File: src/rtl/pattern_pkg.sv
// Shared defaults and FSM encoding for the
// pattern stream serializer slice.
package pattern_pkg;

    localparam int DEF_DATA_W     = 8;
    localparam int DEF_FIFO_DEPTH = 4;
    localparam int DEF_DIV_W      = 8;

    typedef enum logic {
        IDLE  = 1'b0,
        SHIFT = 1'b1
    } state_t;

    function automatic int ptr_w(input int depth);
        return (depth > 1) ? $clog2(depth) : 1;
    endfunction

endpackage

File: src/rtl/pattern_word_fifo.sv
// Synchronous word FIFO with clear, occupancy count
// and pointers wrapping modulo DEPTH.
module pattern_word_fifo
    import pattern_pkg::*;
#(
    parameter int DATA_W = DEF_DATA_W,
    parameter int DEPTH  = DEF_FIFO_DEPTH,
    localparam int AW    = ptr_w(DEPTH),
    localparam int CW    = $clog2(DEPTH) + 1
) (
    input  logic              clk,
    input  logic              reset,
    input  logic              clear,
    input  logic              push,
    input  logic              pop,
    input  logic [DATA_W-1:0] wdata,
    output logic [DATA_W-1:0] rdata,
    output logic              full,
    output logic              empty,
    output logic [CW-1:0]     count
);

    logic [DATA_W-1:0] mem [DEPTH];
    logic [AW-1:0]     wr_ptr;
    logic [AW-1:0]     rd_ptr;
    logic              do_push;
    logic              do_pop;

    assign full    = (count == CW'(DEPTH));
    assign empty   = (count == '0);
    assign do_push = push && !full && !clear;
    assign do_pop  = pop && !empty && !clear;
    assign rdata   = mem[rd_ptr];

    function automatic logic [AW-1:0] inc(input logic [AW-1:0] p);
        return (p == AW'(DEPTH - 1)) ? '0 : p + AW'(1);
    endfunction

    always_ff @(posedge clk) begin
        if (do_push) begin
            mem[wr_ptr] <= wdata;
        end
    end

    always_ff @(posedge clk or posedge reset) begin
        if (reset) begin
            wr_ptr <= '0;
            rd_ptr <= '0;
            count  <= '0;
        end else if (clear) begin
            wr_ptr <= '0;
            rd_ptr <= '0;
            count  <= '0;
        end else begin
            if (do_push) begin
                wr_ptr <= inc(wr_ptr);
            end
            if (do_pop) begin
                rd_ptr <= inc(rd_ptr);
            end
            unique case ({do_push, do_pop})
                2'b10:   count <= count + CW'(1);
                2'b01:   count <= count - CW'(1);
                default: count <= count;
            endcase
        end
    end

endmodule

File: src/rtl/pattern_stream_serializer.sv
// Buffers parallel words and shifts them out one bit
// per programmable period, feeding a serial pattern detector.
module pattern_stream_serializer
    import pattern_pkg::*;
#(
    parameter int DATA_W     = DEF_DATA_W,
    parameter int FIFO_DEPTH = DEF_FIFO_DEPTH,
    parameter int DIV_W      = DEF_DIV_W,
    localparam int LW        = $clog2(FIFO_DEPTH) + 1,
    localparam int BW        = ptr_w(DATA_W)
) (
    input  logic              clk,
    input  logic              reset,
    input  logic              in_valid,
    output logic              in_ready,
    input  logic [DATA_W-1:0] in_data,
    input  logic              msb_first,
    input  logic [DIV_W-1:0]  div,
    input  logic              flush,
    output logic              dout,
    output logic              bit_strobe,
    output logic              busy,
    output logic [LW-1:0]     level
);

    state_t            state;
    logic [DATA_W-1:0] shreg;
    logic [DATA_W-1:0] nxt;
    logic [BW-1:0]     bit_cnt;
    logic [DIV_W-1:0]  cnt;
    logic [DIV_W-1:0]  div_q;
    logic              msb_q;
    logic [DATA_W-1:0] head;
    logic              full;
    logic              empty;
    logic              push;
    logic              period_end;
    logic              last_end;
    logic              load;

    assign in_ready   = !full;
    assign busy       = (state == SHIFT);
    assign push       = in_valid && in_ready && !flush;
    assign period_end = (cnt == div_q);
    assign last_end   = busy && period_end && (bit_cnt == '0);
    assign load       = !flush && !empty && (!busy || last_end);
    assign nxt        = msb_q ? (shreg << 1) : (shreg >> 1);

    function automatic logic pick(
        input logic [DATA_W-1:0] w,
        input logic              m
    );
        return m ? w[DATA_W-1] : w[0];
    endfunction

    pattern_word_fifo #(
        .DATA_W (DATA_W),
        .DEPTH  (FIFO_DEPTH)
    ) u_fifo (
        .clk   (clk),
        .reset (reset),
        .clear (flush),
        .push  (push),
        .pop   (load),
        .wdata (in_data),
        .rdata (head),
        .full  (full),
        .empty (empty),
        .count (level)
    );

    // Loading at the end of the last bit gives gapless words.
    always_ff @(posedge clk or posedge reset) begin
        if (reset) begin
            state      <= IDLE;
            dout       <= 1'b0;
            bit_strobe <= 1'b0;
            shreg      <= '0;
            bit_cnt    <= '0;
            cnt        <= '0;
            div_q      <= '0;
            msb_q      <= 1'b0;
        end else if (flush) begin
            state      <= IDLE;
            dout       <= 1'b0;
            bit_strobe <= 1'b0;
            cnt        <= '0;
            bit_cnt    <= '0;
        end else if (load) begin
            state      <= SHIFT;
            shreg      <= head;
            dout       <= pick(head, msb_first);
            bit_strobe <= 1'b1;
            bit_cnt    <= BW'(DATA_W - 1);
            cnt        <= '0;
            div_q      <= div;
            msb_q      <= msb_first;
        end else if (busy) begin
            if (!period_end) begin
                cnt        <= cnt + DIV_W'(1);
                bit_strobe <= 1'b0;
            end else if (bit_cnt == '0) begin
                state      <= IDLE;
                dout       <= 1'b0;
                bit_strobe <= 1'b0;
                cnt        <= '0;
            end else begin
                shreg      <= nxt;
                dout       <= pick(nxt, msb_q);
                bit_strobe <= 1'b1;
                bit_cnt    <= bit_cnt - BW'(1);
                cnt        <= '0;
            end
        end
    end

endmodule

File: config.mk
export PLATFORM = sky130hd
export DESIGN_NAME = pattern_stream_serializer
export DESIGN_NICKNAME = d
export VERILOG_FILES = /design/src/rtl/pattern_pkg.sv /design/src/rtl/pattern_word_fifo.sv /design/src/rtl/pattern_stream_serializer.sv
export SDC_FILE = /design/constraint.sdc
export NUM_CORES = 1
export LEC_CHECK = 0
export CAP_MARGIN = 20
export CORE_ASPECT_RATIO = 2
export CORE_MARGIN = 2
export CORE_UTILIZATION = 25
export CTS_CLUSTER_SIZE = 40
export DETAILED_ROUTE_END_ITERATION = 16
export GPL_TIMING_DRIVEN = 0
export PLACE_DENSITY = 0.37
export SYNTH_ARGS = -nofsm -noshare
export SYNTH_HDL_FRONTEND = slang
export SYNTH_HIERARCHICAL = 1
export SYNTH_SLANG_ARGS = --single-unit
File: constraint.sdc
create_clock -name clk -period 5.22 [get_ports clk]
set_input_delay 0.522 -clock clk [delete_from_list [all_inputs] [get_ports clk]]
set_output_delay 0.522 -clock clk [all_outputs]
set_load 0.01 [all_outputs]
==> results.sh, run 1 <==
export IMPL_synthTopCellsByArea="edfxtp_1, dfrtp_1, mux2_2"
export IMPL_synth_async_reset_ratio=0.5429
export IMPL_cts_hold_buffers=0
export IMPL_nets=324
export IMPL_start_util=0.2547
export IMPL_grt_pass1_vias=2313
export IMPL_yosys_warnings=6
export IMPL_synthTopCellsByCount="dfrtp_1, edfxtp_1, mux2_2"
export IMPL_cp_num_buf_inv=5
export IMPL_dr_total_vias=2073
export IMPL_worst_slew_pin_slew_ns=0.8422
export IMPL_drt_iter0_markers=82
export IMPL_crit_chain="buf_2 -> nor3_1 -> or3_1 -> o31a_1 -> buf_6 -> buf_2 -> inv_1 -> buf_2 -> o31ai_1 -> a211oi_1 -> fa_1 -> or4_1 -> a31oi_1"
export IMPL_finalCritPeriodShare=0.7786
export IMPL_drc=0
export IMPL_portBuffers=27
export IMPL_drt_vias_per_instance=4.566
export IMPL_powerDensity_nw_per_um2=367.1
export IMPL_coreArea_um2=13440
export IMPL_finalSetupViolCount=0
export IMPL_final_util=0.3139
export IMPL_finalHoldViolations=0
export IMPL_p_leak_uw=0.001651
export IMPL_grt_max_degree=20
export IMPL_skew_ns=0.006481
export IMPL_final_antenna_net_count=0
export IMPL_cts_buffer_depth=2
export IMPL_rsz0062_at_grt="no"
export IMPL_clkSinkCount=70
export IMPL_synth_seq_cells=70
export IMPL_drv_cap=0
export IMPL_antenna_found_initial=0
export IMPL_clockRootBuffer="clkbuf_16"
export IMPL_hp_class="in2async"
export IMPL_hpwl_mm=5.880
export IMPL_final_seq_area_um2=1912
export IMPL_outcome="finished clean"
export IMPL_syn_mean_instance_area_um2=13.42
export IMPL_ctsHtreeMaxLevel=3
export IMPL_synth_top_cell_by_area="edfxtp_1"
export IMPL_core_rowCount=60
export IMPL_endpoint_kind="flip-flop"
export IMPL_grt_overflow=0
export IMPL_post_cts_buffers=0
export IMPL_cts_tree="yes"
export IMPL_gp_congestion=0.7143
export IMPL_ys_flop_type="dfrtp_1"
export IMPL_die_area_um2=14700
export IMPL_syn_nets=285
export IMPL_max_stage_delay_ns=0.66
export IMPL_maxSlewHeadroom=0.4361
export IMPL_worst_endpoint_arrival_ns=4.31
export IMPL_path_max_fanout=10
export IMPL_dieWidth_um=86.73
export IMPL_cpMaxStageDelayCell="nor3_1"
export IMPL_finalWirelength_mm=7.776
export IMPL_die_y_um=169.5
export IMPL_cts_resized=0
export IMPL_synth_most_common_cell="dfrtp_1"
export IMPL_diodes=0
export IMPL_cp_common_cell="buf_2"
export IMPL_whs_ns=0.4828
export IMPL_final_max_slew_violation_count=0
export IMPL_cp_top_family="simple AND/OR/NAND/NOR gates"
export IMPL_crit_type="reg2reg"
export IMPL_grt_usage=0.1163
export IMPL_cts_buffers=9
export IMPL_netlist_area_um2=3422
export IMPL_dp_cells=438
export IMPL_ys_seq_area_frac=0.5587
export IMPL_clk_insertion_delay_late_ns=0.33
export IMPL_synth_top_cell_area_share=0.2808
export IMPL_routedWlPerCell_um=17.13
export IMPL_fillers=1373
export IMPL_ir_drop_mv=0.1250
export IMPL_fmax_mhz=246.1
export IMPL_cp_required_ns=5.47
export IMPL_tns_ns=0
export IMPL_final_min_clock_period_ns=4.064
export IMPL_netlist_cell_type_count=50
export IMPL_synthCells=255
export IMPL_final_layout_size_suffix_gt1_frac=0.2375
export IMPL_fin_cells=454
export IMPL_syn2layout_area_growth_pct=23.25
export IMPL_grt_pass1_wl_mm=12.59
export IMPL_firstDrtPassIters=4
export IMPL_path_clk_slew_ns=0.06
export IMPL_cp_start_kind="flip-flop"
export IMPL_synth_edff_count=32
export IMPL_num_io_pins=28
export IMPL_multi_input_area_um2=1399
==> where the power goes <==
group          switching, uW  internal, uW  leakage (uW)  total (uW)
Sequential              47.3           643      0.000790         690
Clock                    252           328      0.000134         580
Combinational            117           162      0.000727         279
Total                    416          1130       0.00165        1550
==> state kept, by name, summed over array words and instances, names as in the netlist <==
signal,cells
bit_cnt,3
bit_strobe,1
busy,1
cnt,8
div_q,8
dout,1
msb_q,1
shreg,8
u_fifo/count,3
u_fifo/mem,32
u_fifo/rd_ptr,2
u_fifo/wr_ptr,2
==> per-stage QoR <==
stage,total power [uW],area [um^2],setup slack (ns)
floorplan,895.4,3422,1.853
global placement,981.2,3886,1.070
detailed placement,989.8,3934,1.124
CTS,1586,4218,1.051
global route,1638,4218,0.7790
finish,1548,4218,1.156
==> path summary, 6_finish.rpt <==
check                                                  from                      endpoint  slack, ns  depth (start not counted)
worst max-delay path            u_fifo/count[0]$_DFFE_PP0P_   u_fifo/count[2]$_DFFE_PP0P_       1.16                         13
worst min-delay path                                  reset  u_fifo/rd_ptr[0]$_DFFE_PP0P_       0.48                          2
worst max register to register  u_fifo/count[0]$_DFFE_PP0P_   u_fifo/count[2]$_DFFE_PP0P_       1.16                         13
worst min register to register         shreg[0]$_DFFE_PP0P_          shreg[0]$_DFFE_PP0P_       0.49                          1
max in group asynchronous                             reset        bit_strobe$_DFFE_PP0P_       4.08                          3
min in group clk                       shreg[0]$_DFFE_PP0P_          shreg[0]$_DFFE_PP0P_       0.49                          1
==> logic make-up after synthesis <==
logic type / synth area share
compound gates: 0.07276
xor+xnor: 0.03583
fa+ha+maj: 0.03510
simple gates: 0.09214
flops: 0.5587
buf+inv: 0.03839
mux: 0.1671
==> placed cells by master, fill, tap and decap left out, types with 3 or more instances in the layout <==
cell type        instances
edfxtp_1                32
nor3b_1                  3
mux2_2                  24
xor2_1                   6
clkdlybuf4s50_1         27
mux2_4                   4
inv_1                   15
buf_2                    6
nand3_1                  5
o21bai_1                 4
or3_1                    3
clkbuf_16                9
ha_1                     8
xnor2_1                  8
a211oi_1                 4
mux4_2                   8
o21ai_0                  4
clkbuf_1                 3
dfrtp_1                 38
nor2_1                  13
nand2b_1                 4
nand4_1                  4
nand2_1                  9
mux2i_1                  5
a21oi_1                  7
clkinv_4                 3
a22o_1                   3
nor3b_2                  4
==> cell type report <==
type,count,area share
sequential,70,0.4533
multi-input combinational,156,0.3317
timing repair buffer,28,0.07060
clock buffer,9,0.05340
tap,155,0.04598
buffer,13,0.01691
inverter,16,0.01424
clock inverter,7,0.01394
==> worst register-to-register path, cell delays in order, from the launching register on <==
cell and delay [ns]:
dfrtp_1 0.41, buf_2 0.19, nor3_1 0.66, or3_1 0.22, o31a_1 0.25, buf_6 0.21
buf_2 0.31, inv_1 0.10, buf_2 0.18, o31ai_1 0.18, a211oi_1 0.14, fa_1 0.44
or4_1 0.52, a31oi_1 0.18
==> layer usage <==
layer	global-route usage	up-vias	wire length [um]
met5	0	-	0
met4	0.05299	0	145
met3	0.02237	11	165
met2	0.2224	24	4605
met1	0.1166	1026	2859
li1	-	1012	-
No activity file was read; power rests on OpenSTA's default activity.
==> run 2: changes to the inputs <==
PLACE_DENSITY = 0.38   (was 0.37)
clock period = 3.41 ns   (was 5.22 ns; I/O delays follow)
==> results.sh, run 2 (same netlist as run 1, synthesis figures left out) <==
export IMPL_grt_pass1_vias=2395
export IMPL_fillers=1329
export IMPL_grt_max_degree=21
export IMPL_syn2layout_area_growth_pct=25.70
export IMPL_r2r_slack_ns=0.27
export IMPL_clkSinkCount=70
export IMPL_routed_wl_met2_mm=4.799
export IMPL_highest_layer="met4"
export IMPL_gp_congestion=0.7212
export IMPL_endpoint_kind="flip-flop"
export IMPL_path_clk_slew_ns=0.06
export IMPL_clk_insertion_delay_late_ns=0.34
export IMPL_ir_drop_mv=0.2373
export IMPL_dr_total_vias=2150
export IMPL_max_stage_delay_ns=0.46
export IMPL_power_net_switching_uw=631.8
export IMPL_path_max_fanout=10
export IMPL_drc=0
export IMPL_antenna_found_initial=0
export IMPL_clockRootBuffer="clkbuf_16"
export IMPL_final_max_slew_violation_count=0
export IMPL_finalCritPeriodShare=0.9221
export IMPL_nets=328
export IMPL_portBuffers=27
export IMPL_outcome="finished clean"
export IMPL_firstDrtPassIters=6
export IMPL_skew_ns=0.006713
export IMPL_diodes=0
export IMPL_r2r_cells=14
export IMPL_finalSetupViolCount=0
export IMPL_die_y_um=169.5
export IMPL_p_sw_frac=0.2590
export IMPL_ctsHtreeMaxLevel=3
export IMPL_cp_required_ns=3.62
export IMPL_final_min_clock_period_ns=3.144
export IMPL_combPwrFrac=0.182
export IMPL_post_dp_cell_area_um2=3934
export IMPL_r2r_start="bit_cnt[0]$_DFFE_PP0P_"
export IMPL_powerDensity_nw_per_um2=567.1
export IMPL_fin_cells=458
export IMPL_fin_area_um2=4302
export IMPL_crit_type="reg2reg"
export IMPL_grt_pass1_wl_mm=12.94
export IMPL_start_util=0.2547
export IMPL_r2r_end="u_fifo/count[1]$_DFFE_PP0P_"
export IMPL_dp_cells=438
export IMPL_worst_endpoint_arrival_ns=3.35
export IMPL_coreArea_um2=13440
export IMPL_largest_register="u_fifo/mem"
export IMPL_cts_buffer_depth=2
export IMPL_drt_vias_per_instance=4.694
export IMPL_grt_overflow=0
export IMPL_layout_common_cells="dfrtp_1, edfxtp_1, clkdlybuf4s50_1"
export IMPL_final_layout_size_suffix_gt1_frac=0.2574
export IMPL_internal_power_uw=1808
export IMPL_seq_power_share=0.434
export IMPL_grt_usage=0.1202
export IMPL_fmax_mhz=318.0
export IMPL_p_clk_frac=0.384
export IMPL_worst_slew_pin_slew_ns=0.8359
export IMPL_hpwl_mm=6.014
export IMPL_final_common_cell="dfrtp_1"
export IMPL_num_io_pins=28
export IMPL_drt_iter0_markers=83
export IMPL_cpMaxStageDelayCell="fa_1"
export IMPL_finalHoldViolations=0
export IMPL_cp_start_kind="flip-flop"
export IMPL_rsz0062_at_grt="no"
export IMPL_hp_class="in2async"
export IMPL_cts_buffers=9
export IMPL_cts_hold_buffers=0
export IMPL_cts_tree="yes"
export IMPL_die_area_um2=14700
export IMPL_drt_met1_wl_mm=2.836
export IMPL_crit_chain="inv_1 -> ha_1 -> ha_1 -> inv_1 -> or3_1 -> o31a_1 -> buf_12 -> inv_1 -> clkbuf_4 -> o31ai_2 -> a211oi_2 -> fa_1 -> o21ai_1 -> a2111oi_2"
export IMPL_drv_cap=0
export IMPL_largest_reg_flops=32
export IMPL_dieWidth_um=86.73
export IMPL_core_rowCount=60
export IMPL_maxSlewHeadroom=0.4403
export IMPL_finalWirelength_mm=7.980
export IMPL_p_leak_uw=0.001681
export IMPL_cp_common_cell="inv_1"
export IMPL_wl_met3_um=187
export IMPL_final_antenna_net_count=0
export IMPL_routedWlPerCell_um=17.42
[run 2: repair_timing]
item	4_1_cts	5_1_grt
gates cloned	0	0
pin swaps	1	2
setup buffers	2	3
endpoints found under the setup margin	2	2
gates resized for setup	4	6
[run 2: metal layers]
metal / track usage / up-vias
met4: 0.05503 / 0
met3: 0.02772 / 9
met5: 0 / -
met2: 0.2328 / 28
li1: - / 1029
met1: 0.1148 / 1084
[run 2: power groups by stage]
stage | sequential, uW | clock, uW | combinational [uW]
2_1_floorplan | 1050 | 0 | 320
3_3_place_gp | 1080 | 0 | 427
3_5_place_dp | 1080 | 0 | 443
4_1_cts | 1060 | 982 | 448
6_report | 1060 | 938 | 443
5_1_grt | 1070 | 1010 | 490
[run 2: final cells by class]
| cell class | instances | area [um^2] | area share |
|---|---|---|---|
| tap | 155 | 193.9 | 0.04508 |
| clock buffer | 9 | 225.2 | 0.05236 |
| buffer | 12 | 77.57 | 0.01803 |
| multi-input combinational | 156 | 1426 | 0.3316 |
| inverter | 16 | 60.06 | 0.01396 |
| timing repair buffer | 33 | 335.3 | 0.07795 |
| clock inverter | 7 | 71.32 | 0.01658 |
| sequential | 70 | 1912 | 0.4444 |
[run 2: worst max-delay path, delay by kind of cell, from the launching register on]
family | cells | cell delay (ns)
AOI/OAI and AO/OA | 5 | 0.94
adders and majority gates | 3 | 0.79
buffers and inverters | 5 | 0.58
DFF | 1 | 0.39
and+or+nand+nor | 1 | 0.32
[run 2: worst max path at each step]
stage	start	slack [ns]	to	depth (start not counted)
6_report	bit_cnt[0]$_DFFE_PP0P_	0.27	u_fifo/count[1]$_DFFE_PP0P_	14
5_1_grt	bit_cnt[0]$_DFFE_PP0P_	0.04	u_fifo/count[1]$_DFFE_PP0P_	14
4_1_cts	bit_cnt[0]$_DFFE_PP0P_	0.006	u_fifo/count[1]$_DFFE_PP0P_	14
3_5_place_dp	u_fifo/count[0]$_DFFE_PP0P_	-0.72	u_fifo/count[1]$_DFFE_PP0P_	13
3_3_place_gp	u_fifo/count[0]$_DFFE_PP0P_	-0.67	u_fifo/count[1]$_DFFE_PP0P_	13
2_1_floorplan	u_fifo/count[0]$_DFFE_PP0P_	0.04	u_fifo/count[2]$_DFFE_PP0P_	13
[run 2: metrics by stage]
step / util / TNS [ns] / worst slack [ns] / hold WS, ns / total power, uW
global placement: 0.2892 / -5.974 / -0.6674 / 0.4859 / 1503
global route: 0.3201 / 0 / 0.03979 / 0.3199 / 2571
floorplan: - / 0 / 0.04305 / 0.1444 / 1371
finish: 0.3201 / 0 / 0.2657 / 0.2898 / 2439
CTS: 0.3168 / 0 / 0.005753 / 0.2902 / 2491
detailed placement: 0.2927 / -1.446 / -0.7245 / 0.4892 / 1520
==> run 3: changes to the inputs <==
CAP_MARGIN = default   (was 20)
==> results of run 3 <==
No change in the layout: final DEF, timing and power equal those of run 2.
